File: src/rtl/spi_pkg.sv
// Shared definitions for the SPI word framer.
//   SPI_BYTE_W          : width of one byte on the SPI byte-stage interface
//   DEFAULT_WORD_BYTES  : default number of payload bytes per framed word
//   framer_state_e      : 2-bit framer FSM state encoding
package spi_pkg;

  localparam int unsigned SPI_BYTE_W         = 8;
  localparam int unsigned DEFAULT_WORD_BYTES = 8;

  typedef enum logic [1:0] {
    ST_IDLE    = 2'd0,
    ST_LOAD    = 2'd1,
    ST_WAIT_RX = 2'd2,
    ST_DONE    = 2'd3
  } framer_state_e;

endpackage

File: src/rtl/spi_word_framer.sv
// Frames a multi-byte word into a sequence of byte transfers on an external
// SPI byte stage, MSB byte first, and assembles the bytes returned on MISO
// into a word (first received byte in the MSB).
//
// Ports
//   i_Clk, i_Rst_L     : clock, asynchronous active-low reset
//   i_Word, i_Word_DV  : word to send and its valid request
//   o_Word_Ready       : high while a new word can be accepted (IDLE)
//   o_Word, o_Word_DV  : received word and its one-cycle valid pulse
//   o_Busy             : high while a frame is in progress
//   o_TX_Byte, o_TX_DV : byte and byte-valid pulse to the byte stage
//   i_TX_Ready         : byte stage can accept a byte
//   i_RX_DV, i_RX_Byte : byte received by the byte stage
//   i_Cmd              : header byte, only used with the header option
//
// Build option
//   SPI_FRAMER_HDR_EN : send i_Cmd as an extra first byte; the byte received
//                       during that header transfer is discarded.
module spi_word_framer
  import spi_pkg::*;
#(
  parameter int unsigned WORD_BYTES = DEFAULT_WORD_BYTES
) (
  input  logic                             i_Clk,
  input  logic                             i_Rst_L,
  input  logic [SPI_BYTE_W*WORD_BYTES-1:0] i_Word,
  input  logic                             i_Word_DV,
  output logic                             o_Word_Ready,
  output logic [SPI_BYTE_W*WORD_BYTES-1:0] o_Word,
  output logic                             o_Word_DV,
  output logic                             o_Busy,
  output logic [SPI_BYTE_W-1:0]            o_TX_Byte,
  output logic                             o_TX_DV,
  input  logic                             i_TX_Ready,
  input  logic                             i_RX_DV,
  input  logic [SPI_BYTE_W-1:0]            i_RX_Byte,
  input  logic [SPI_BYTE_W-1:0]            i_Cmd
);

  localparam int unsigned WORD_W = SPI_BYTE_W * WORD_BYTES;
  localparam int unsigned CNT_W  = $clog2(WORD_BYTES + 1);
  localparam logic [CNT_W-1:0] LAST_CNT = CNT_W'(WORD_BYTES);

  framer_state_e         state, state_next;
  logic [WORD_W-1:0]     tx_sr, tx_sr_next;
  logic [WORD_W-1:0]     rx_sr, rx_sr_next;
  logic [WORD_W-1:0]     word_next;
  logic [CNT_W-1:0]      cnt, cnt_next;
  logic [SPI_BYTE_W-1:0] tx_byte_next;

`ifdef SPI_FRAMER_HDR_EN
  // Set while the header byte is the transfer in flight; the counter only
  // tracks payload bytes so it never needs to exceed WORD_BYTES.
  logic hdr_pend, hdr_pend_next;
`else
  logic unused_cmd;
  assign unused_cmd = ^i_Cmd;
`endif

  // Byte-valid depends on the live ready input so the pulse stays inside LOAD.
  assign o_TX_DV = (state == ST_LOAD) && i_TX_Ready;

  // Next-state and datapath update
  always_comb begin
    state_next   = state;
    tx_sr_next   = tx_sr;
    rx_sr_next   = rx_sr;
    cnt_next     = cnt;
    word_next    = o_Word;
    tx_byte_next = o_TX_Byte;
`ifdef SPI_FRAMER_HDR_EN
    hdr_pend_next = hdr_pend;
`endif
    unique case (state)
      ST_IDLE: begin
        if (i_Word_DV) begin
          state_next = ST_LOAD;
          tx_sr_next = i_Word;
          rx_sr_next = '0;
          cnt_next   = '0;
`ifdef SPI_FRAMER_HDR_EN
          hdr_pend_next = 1'b1;
          tx_byte_next  = i_Cmd;
`else
          tx_byte_next  = i_Word[WORD_W-1 -: SPI_BYTE_W];
`endif
        end
      end
      ST_LOAD: begin
        if (i_TX_Ready) state_next = ST_WAIT_RX;
      end
      ST_WAIT_RX: begin
        if (i_RX_DV) begin
`ifdef SPI_FRAMER_HDR_EN
          if (hdr_pend) begin
            hdr_pend_next = 1'b0;
            state_next    = ST_LOAD;
            tx_byte_next  = tx_sr[WORD_W-1 -: SPI_BYTE_W];
          end else
`endif
          begin
            rx_sr_next = {rx_sr[WORD_W-SPI_BYTE_W-1:0], i_RX_Byte};
            tx_sr_next = {tx_sr[WORD_W-SPI_BYTE_W-1:0], {SPI_BYTE_W{1'b0}}};
            cnt_next   = cnt + CNT_W'(1);
            if (cnt_next == LAST_CNT) begin
              state_next = ST_DONE;
              word_next  = rx_sr_next;
            end else begin
              state_next   = ST_LOAD;
              tx_byte_next = tx_sr_next[WORD_W-1 -: SPI_BYTE_W];
            end
          end
        end
      end
      ST_DONE: begin
        state_next = ST_IDLE;
      end
      default: state_next = ST_IDLE;
    endcase
  end

  // State, datapath and registered outputs
  always_ff @(posedge i_Clk or negedge i_Rst_L) begin
    if (!i_Rst_L) begin
      state        <= ST_IDLE;
      tx_sr        <= '0;
      rx_sr        <= '0;
      cnt          <= '0;
      o_Word       <= '0;
      o_TX_Byte    <= '0;
      o_Word_DV    <= 1'b0;
      o_Busy       <= 1'b0;
      o_Word_Ready <= 1'b1;
`ifdef SPI_FRAMER_HDR_EN
      hdr_pend     <= 1'b0;
`endif
    end else begin
      state        <= state_next;
      tx_sr        <= tx_sr_next;
      rx_sr        <= rx_sr_next;
      cnt          <= cnt_next;
      o_Word       <= word_next;
      o_TX_Byte    <= tx_byte_next;
      o_Word_DV    <= (state_next == ST_DONE);
      o_Busy       <= (state_next != ST_IDLE);
      o_Word_Ready <= (state_next == ST_IDLE);
`ifdef SPI_FRAMER_HDR_EN
      hdr_pend     <= hdr_pend_next;
`endif
    end
  end

endmodule

File: config.mk
export PLATFORM = sky130hd
export DESIGN_NAME = spi_word_framer
export DESIGN_NICKNAME = d
export VERILOG_FILES = /design/src/rtl/spi_pkg.sv /design/src/rtl/spi_word_framer.sv
export SDC_FILE = /design/constraint.sdc
export NUM_CORES = 1
export LEC_CHECK = 0
export CORE_MARGIN = 2
export CORE_UTILIZATION = 29
export CTS_BUF_LIST = sky130_fd_sc_hd__clkbuf_16
export DETAILED_ROUTE_END_ITERATION = 7
export PLACE_DENSITY = 0.49
export RECOVER_POWER = 100
export SLEW_MARGIN = 15
export SYNTH_ARGS = -nofsm -noshare
export SYNTH_HDL_FRONTEND = slang
export SYNTH_SLANG_ARGS = --single-unit
File: constraint.sdc
create_clock -name i_Clk -period 3.48 [get_ports i_Clk]
set_clock_uncertainty 0.05 [all_clocks]
set_input_delay 0.522 -clock i_Clk [delete_from_list [all_inputs] [get_ports i_Clk]]
set_output_delay 0.522 -clock i_Clk [all_outputs]
set_load 0.02 [all_outputs]
==> flow_summary.json, run 1 <==
{
  "layout_min_cycle_time_ns": 2.770,
  "r2r_cells": 4,
  "cts_resized": 0,
  "core-area_sq_um": 26950,
  "dp_hpwl_microns": 11750,
  "fmax_mhz": 361.0,
  "r2r_start": "state[1]$_DFF_PN0_",
  "fillers": 2626,
  "postPlaceCellArea_sq_um": 9744,
  "finalCritPeriodShare": 0.7959,
  "end_kind": "flip-flop",
  "grt_use_total": 0.1284,
  "grt_pass1_vias": 5058,
  "synthAdderAreaFrac": 0.003147,
  "ys_ff_latch": 193,
  "hold_path.class": "in2async",
  "area_delta_synth_final_pct": 27.60,
  "clk_latency_ns": 0.43,
  "dp_worst_setup_slack_ns": 0.7290,
  "globalplace.congestion": 0.7615,
  "viasPerCell": 4.613,
  "ys_types": 35,
  "layout_common_cells": "dfrtp_1, dlygate4sd3_1, clkdlybuf4s50_1",
  "r2r_end": "tx_sr[10]$_DFFE_PN0P_",
  "syn_area_sq_um": 7953,
  "met1_length_microns": 8646,
  "drtIter0Drc": 328,
  "netlist_instances": 563,
  "cts_root_buffer": "clkbuf_16",
  "wl_microns": 17730,
  "syn-num-nets": 650,
  "die_w_microns": 169.6,
  "start_util": 0.2951,
  "leakage_nw": 4.821,
  "finalSetupViolCount": 0,
  "rsz0062_at_grt": "false",
  "gr-total-overflow": 0,
  "ctsLongestPathBuffers": 2,
  "highest_layer": "met4",
  "drt_first_pass_iters": 4,
  "postSynthAreaPerCell_sq_um": 14.13,
  "slowest_stage": "nor2b_2",
  "maxSlewHeadroom": -0.1813,
  "ys_seq_area_frac": 0.6075,
  "asyncSetResetFlopFracSynth": 1.000,
  "slew_viol_final": 164,
  "grt_first_pass_wirelength_microns": 28930,
  "r2r_setup_slack_ns": 0.71,
  "crit_start": "state[1]$_DFF_PN0_",
  "dp_cells": 1024,
  "worstSetupPathType": "reg2reg",
  "hold_viol_final": 0,
  "yosys.area.top_type": "dfrtp_1",
  "muxShareOfSynthArea": 0.1968,
  "multi_input_area_sq_um": 2631,
  "final.setup.worst_slack_ns": 0.7103,
  "ir_worst_vdd_mv": 0.3120,
  "dr_wl_met3_microns": 571,
  "violations": "capacitance limit, slew limit",
  "slowest_delay_ns": 1.32,
  "drc": 0,
  "fin_area_sq_um": 10150,
  "drive_gt1_frac": 0.09510,
  "rows": 60,
  "die_area_sq_um": 28760,
  "cp.required_ns": 3.72,
  "die-height_microns": 169.6,
  "cp.arrival_ns": 3.01,
  "dr_wl_met2_microns": 8298,
  "crit_path_start_kind": "flip-flop",
  "synth-edff-count": 0,
  "outcome": "finished with violations",
  "clock_sinks": 193,
  "antenna_cells": 0,
  "cts_tree": "built",
  "synth-compound-area-share": 0.1109,
  "ys.flop_type": "dfrtp_1",
  "worstPathCellList": "nor2b_2 -> buf_12 -> mux2i_1 -> o21ai_0",
  "cts_setup_buffers": 0,
  "antenna_found_initial": 0,
  "port_buffers": 152,
  "htreeDepth": 4,
  "synth-xor-area-share": 0.002203,
  "clk_pin_slew_worst_paths_ns": 0.08,
  "pwr_density_cell_nw_per_um2": 656.3,
  "final_common_cell": "dfrtp_1",
  "route.antenna.remaining_nets": 0,
  "dr_total_vias": 4871,
  "cts-hold-fix-buffers": 0,
  "ys.warnings.count": 0,
  "endpoint": "tx_sr[10]$_DFFE_PN0P_",
  "cts_buffers": 17,
  "synthSimpleGateAreaFrac": 0.04232,
  "nets": 789,
  "tightestPinTransition_ns": 1.772,
  "synth_top_family_by_area": "multiplexers",
  "yosys.area.top_type_share": 0.6042,
  "grt_max_degree": 109,
  "wl_per_cell_microns": 16.79,
  "fin_tns_setup_ns": 0,
  "seqCellArea_sq_um": 4831,
  "finalNonFillerCells": 1056,
  "cap_violations": 4,
  "io_pins": 161,
  "synth_area_leaders": "dfrtp_1, mux2_4, a22o_1, mux2i_1, o21ai_0",
  "cp_max_fo": 34
}
[report_power, final]
| group | internal (mW) | total (mW) | switching (mW) | leakage [nW] |
|---|---|---|---|---|
| combinational | 0.678 | 1.55 | 0.871 | 1.93 |
| sequential | 2.71 | 3.02 | 0.303 | 2.58 |
| clock | 1.11 | 2.09 | 0.983 | 0.309 |
[synth_stat cells, drive strengths merged, types with 2 or more instances]
cell type and instances:
dfrtp 192, mux2 80, a22o 65, nand2 58, o21ai 54, mux2i 48, buf 33, clkbuf 8
nor2 3, nor2b 3, ha 2, xor2 2
[worst min path at each step]
stage / start / to / slack, ns
detailed placement: tx_sr[9]$_DFFE_PN0P_ / tx_sr[9]$_DFFE_PN0P_ / 0.42
global placement: tx_sr[53]$_DFFE_PN0P_ / tx_sr[53]$_DFFE_PN0P_ / 0.41
finish: i_Rst_L / o_Word[52]$_DFFE_PN0P_ / 0.01
CTS: i_Rst_L / o_Word[52]$_DFFE_PN0P_ / 0.02
global route: i_Rst_L / o_Word[48]$_DFFE_PN0P_ / 0.03
floorplan: i_Rst_L / cnt[0]$_DFFE_PN0P_ / 0.18
[sequential cells by signal (all words and copies together), names as in the netlist]
signal and flops:
o_Word_DV 1, state 2, o_Word 64, o_TX_Byte 8, rx_sr 56, cnt 4, o_Word_Ready 1, o_Busy 1
tx_sr 56
[worst max-delay path: cells and delay by family (launching register included)]
family          cells  cell delay (ns)
compound gates      1             0.10
buf+inv             1             0.36
flops               1             0.52
mux                 1             0.24
simple gates        1             1.32
[cell type report]
type                       instances  area share
sequential                       193      0.4761
clock buffer                      17     0.04192
tap                              341     0.04205
clock inverter                    15     0.02207
multi-input combinational        328      0.2593
inverter                           1   0.0003699
timing repair buffer             161      0.1582
[stage by stage]
step	total power [mW]	utilization	hold WS, ns
6_report	6.660	0.3765	0.009904
5_1_grt	7.067	0.3765	0.02574
4_1_cts	6.797	0.3857	0.02290
3_5_place_dp	4.689	0.3616	0.4202
3_3_place_gp	4.624	0.3616	0.4110
2_1_floorplan	4.114	-	0.1764
[kinds of logic after synthesis]
| family | after synthesis |
|---|---|
| AO/OA/AOI/OAI | 124 |
| XOR/XNOR | 2 |
| adder cells (fa/ha/maj) | 2 |
| buffers and inverters | 42 |
| flip-flops | 193 |
| multiplexers | 128 |
| AND/OR/NAND/NOR | 72 |
[metal layers]
metal | GRT usage | vias to the layer above
li1 | - | 2316
met2 | 0.1995 | 90
met4 | 0.03753 | 0
met3 | 0.02799 | 13
met1 | 0.1806 | 2452
met5 | 0 | -
No activity file was read; power rests on OpenSTA's default activity.
==> run 2: changes to the inputs <==
--- a/config.mk
+++ b/config.mk
@@ -9,7 +9,7 @@
 export CORE_UTILIZATION = 29
 export CTS_BUF_LIST = sky130_fd_sc_hd__clkbuf_16
 export DETAILED_ROUTE_END_ITERATION = 7
-export PLACE_DENSITY = 0.49
+export PLACE_DENSITY = 0.51
 export RECOVER_POWER = 100
 export SLEW_MARGIN = 15
 export SYNTH_ARGS = -nofsm -noshare
==> constraint.sdc (replaced) <==
create_clock -name i_Clk -period 2.4 [get_ports i_Clk]
set_clock_uncertainty 0.05 [all_clocks]
set_input_delay 0.36 -clock i_Clk [delete_from_list [all_inputs] [get_ports i_Clk]]
set_output_delay 0.36 -clock i_Clk [all_outputs]
set_load 0.02 [all_outputs]
==> flow_summary.json, run 2 (same netlist as run 1, synthesis figures left out) <==
{
  "drive_gt1_frac": 0.1160,
  "r2r_cells": 6,
  "final_common_cell": "dfrtp_1",
  "ctsLongestPathBuffers": 2,
  "power.internal_mw": 6.462,
  "worstSetupPathType": "reg2reg",
  "pwr-share-clk": 0.298,
  "p_sw_frac": 0.3222,
  "hold_viol_final": 0,
  "layout_min_cycle_time_ns": 2.216,
  "clk_pin_slew_worst_paths_ns": 0.07,
  "cts_tree": "built",
  "antenna_found_initial": 0,
  "finalSetupViolCount": 0,
  "die-height_microns": 169.6,
  "dp_hpwl_microns": 12140,
  "cts_buffers": 17,
  "start_util": 0.2951,
  "cp.required_ns": 2.66,
  "nets": 798,
  "fin_tns_setup_ns": 0,
  "seqPwrFrac": 0.461,
  "grt_first_pass_wirelength_microns": 29390,
  "drc": 0,
  "core-area_sq_um": 26950,
  "multi_input_area_sq_um": 2675,
  "largest_register": "o_Word",
  "ir_worst_vdd_mv": 0.4248,
  "min_from": "tx_sr[53]$_DFFE_PN0P_",
  "cp_max_fo": 32,
  "r2r_end": "rx_sr[18]$_DFFE_PN0P_",
  "slew_viol_final": 57,
  "drtIter0Drc": 306,
  "rows": 60,
  "die_w_microns": 169.6,
  "cts_root_buffer": "clkbuf_16",
  "pwr_density_cell_nw_per_um2": 925.4,
  "postPlaceCellArea_sq_um": 9892,
  "r2r_start": "state[1]$_DFF_PN0_",
  "drt_first_pass_iters": 4,
  "clk_latency_ns": 0.43,
  "io_pins": 161,
  "power_mw": 9.534,
  "seqCellArea_sq_um": 4832,
  "top_regs": "o_Word x64, rx_sr x56, tx_sr x56",
  "leakage_nw": 4.873,
  "grt_use_total": 0.1296,
  "area_delta_synth_final_pct": 29.55,
  "whs_endpoint": "tx_sr[53]$_DFFE_PN0P_",
  "grt_pass1_vias": 5162,
  "fillers": 2570,
  "clock_sinks": 193,
  "end_kind": "flip-flop",
  "largest_register_ffs": 64,
  "fin_util": 0.3823,
  "globalplace.congestion": 0.7561,
  "hold_depth": 2,
  "r2r_setup_slack_ns": 0.18,
  "route.antenna.remaining_nets": 0,
  "maxSlewHeadroom": -0.03505,
  "rsz0062_at_grt": "false",
  "finalCritPeriodShare": 0.9233,
  "hold_path.class": "reg2reg",
  "outcome": "finished with violations",
  "gr-total-overflow": 0,
  "viasPerCell": 4.610,
  "wl_microns": 17640,
  "tightestPinTransition_ns": 1.553,
  "power_frac_comb": 0.241,
  "cp.arrival_ns": 2.48,
  "htreeDepth": 4,
  "wl_per_cell_microns": 16.57,
  "layout_common_cells": "dfrtp_1, dlygate4sd3_1, clkdlybuf4s50_1",
  "crit_path_start_kind": "flip-flop",
  "switching_power_mw": 3.072,
  "fmax_mhz": 451.3,
  "fin_area_sq_um": 10300,
  "die_area_sq_um": 28760,
  "violations": "capacitance limit, slew limit",
  "cap_violations": 1,
  "cts_setup_buffers": 0,
  "dr_total_vias": 4910,
  "antenna_cells": 0,
  "port_buffers": 152,
  "grt_max_degree": 106
}
==> run 2: worst max path at each step <==
stage                       startpoint                  endpoint  slack, ns  cells after the start
floorplan           cnt[0]$_DFFE_PN0P_     o_Word[0]$_DFFE_PN0P_       0.52                      6
global placement               i_RX_DV  o_TX_Byte[6]$_DFFE_PN0P_       0.16                      5
detailed placement           i_Word_DV  o_TX_Byte[1]$_DFFE_PN0P_       0.13                      5
CTS                 state[0]$_DFF_PN0_                   o_TX_DV       0.09                      3
global route        state[1]$_DFF_PN0_      rx_sr[9]$_DFFE_PN0P_       0.06                      6
finish              state[1]$_DFF_PN0_     rx_sr[18]$_DFFE_PN0P_       0.18                      6
==> run 2: final cells by class <==
cell class	count	share of cell area
repair buffers	170	0.1716
clock buffers	17	0.04129
inverters	1	0.0003643
well taps	341	0.04141
clock inverters	15	0.01664
flip-flops and latches	193	0.4690
multi-input cells	328	0.2597
==> run 2: per-layer routing <==
layer	track usage	wire, microns	vias to the layer above
met3	0.03125	622	12
met4	0.03567	157	0
li1	-	-	2330
met1	0.1826	8517	2479
met5	0	0	-
met2	0.1995	8345	89
==> run 2: power by group through the flow <==
stage               Clock [mW]  Sequential, mW  Combinational, mW
finish                    2.84            4.39               2.30
detailed placement           0            4.46               2.40
CTS                       2.94            4.40               2.41
floorplan                    0            4.39               1.57
global route              3.09            4.48               2.59
global placement             0            4.43               2.35
==> run 2: worst max-delay path, stage by stage (launching register included) <==
cell and delay, ns:
dfrtp_1 0.49, nor3b_4 0.26, clkbuf_1 0.58, nor2_4 0.09
buf_12 0.20, buf_6 0.20, a22o_1 0.20
==> run 2: repair_timing <==
| item | 4_1_cts | 5_1_grt |
|---|---|---|
| endpoints found under the hold margin | 52 | 0 |
| resized for setup | 0 | 1 |
| hold buffers | 1 | 0 |
| setup endpoints to repair | 0 | 1 |
==> run 2: per-stage QoR <==
stage	instances	setup slack, ns	hold slack, ns
finish	1065	0.1842	0.4289
global route	1065	0.05707	0.4568
CTS	1065	0.09010	0.4299
detailed placement	1032	0.1263	0.3390
global placement	1032	0.1570	0.3327
floorplan	563	0.5173	0.01441
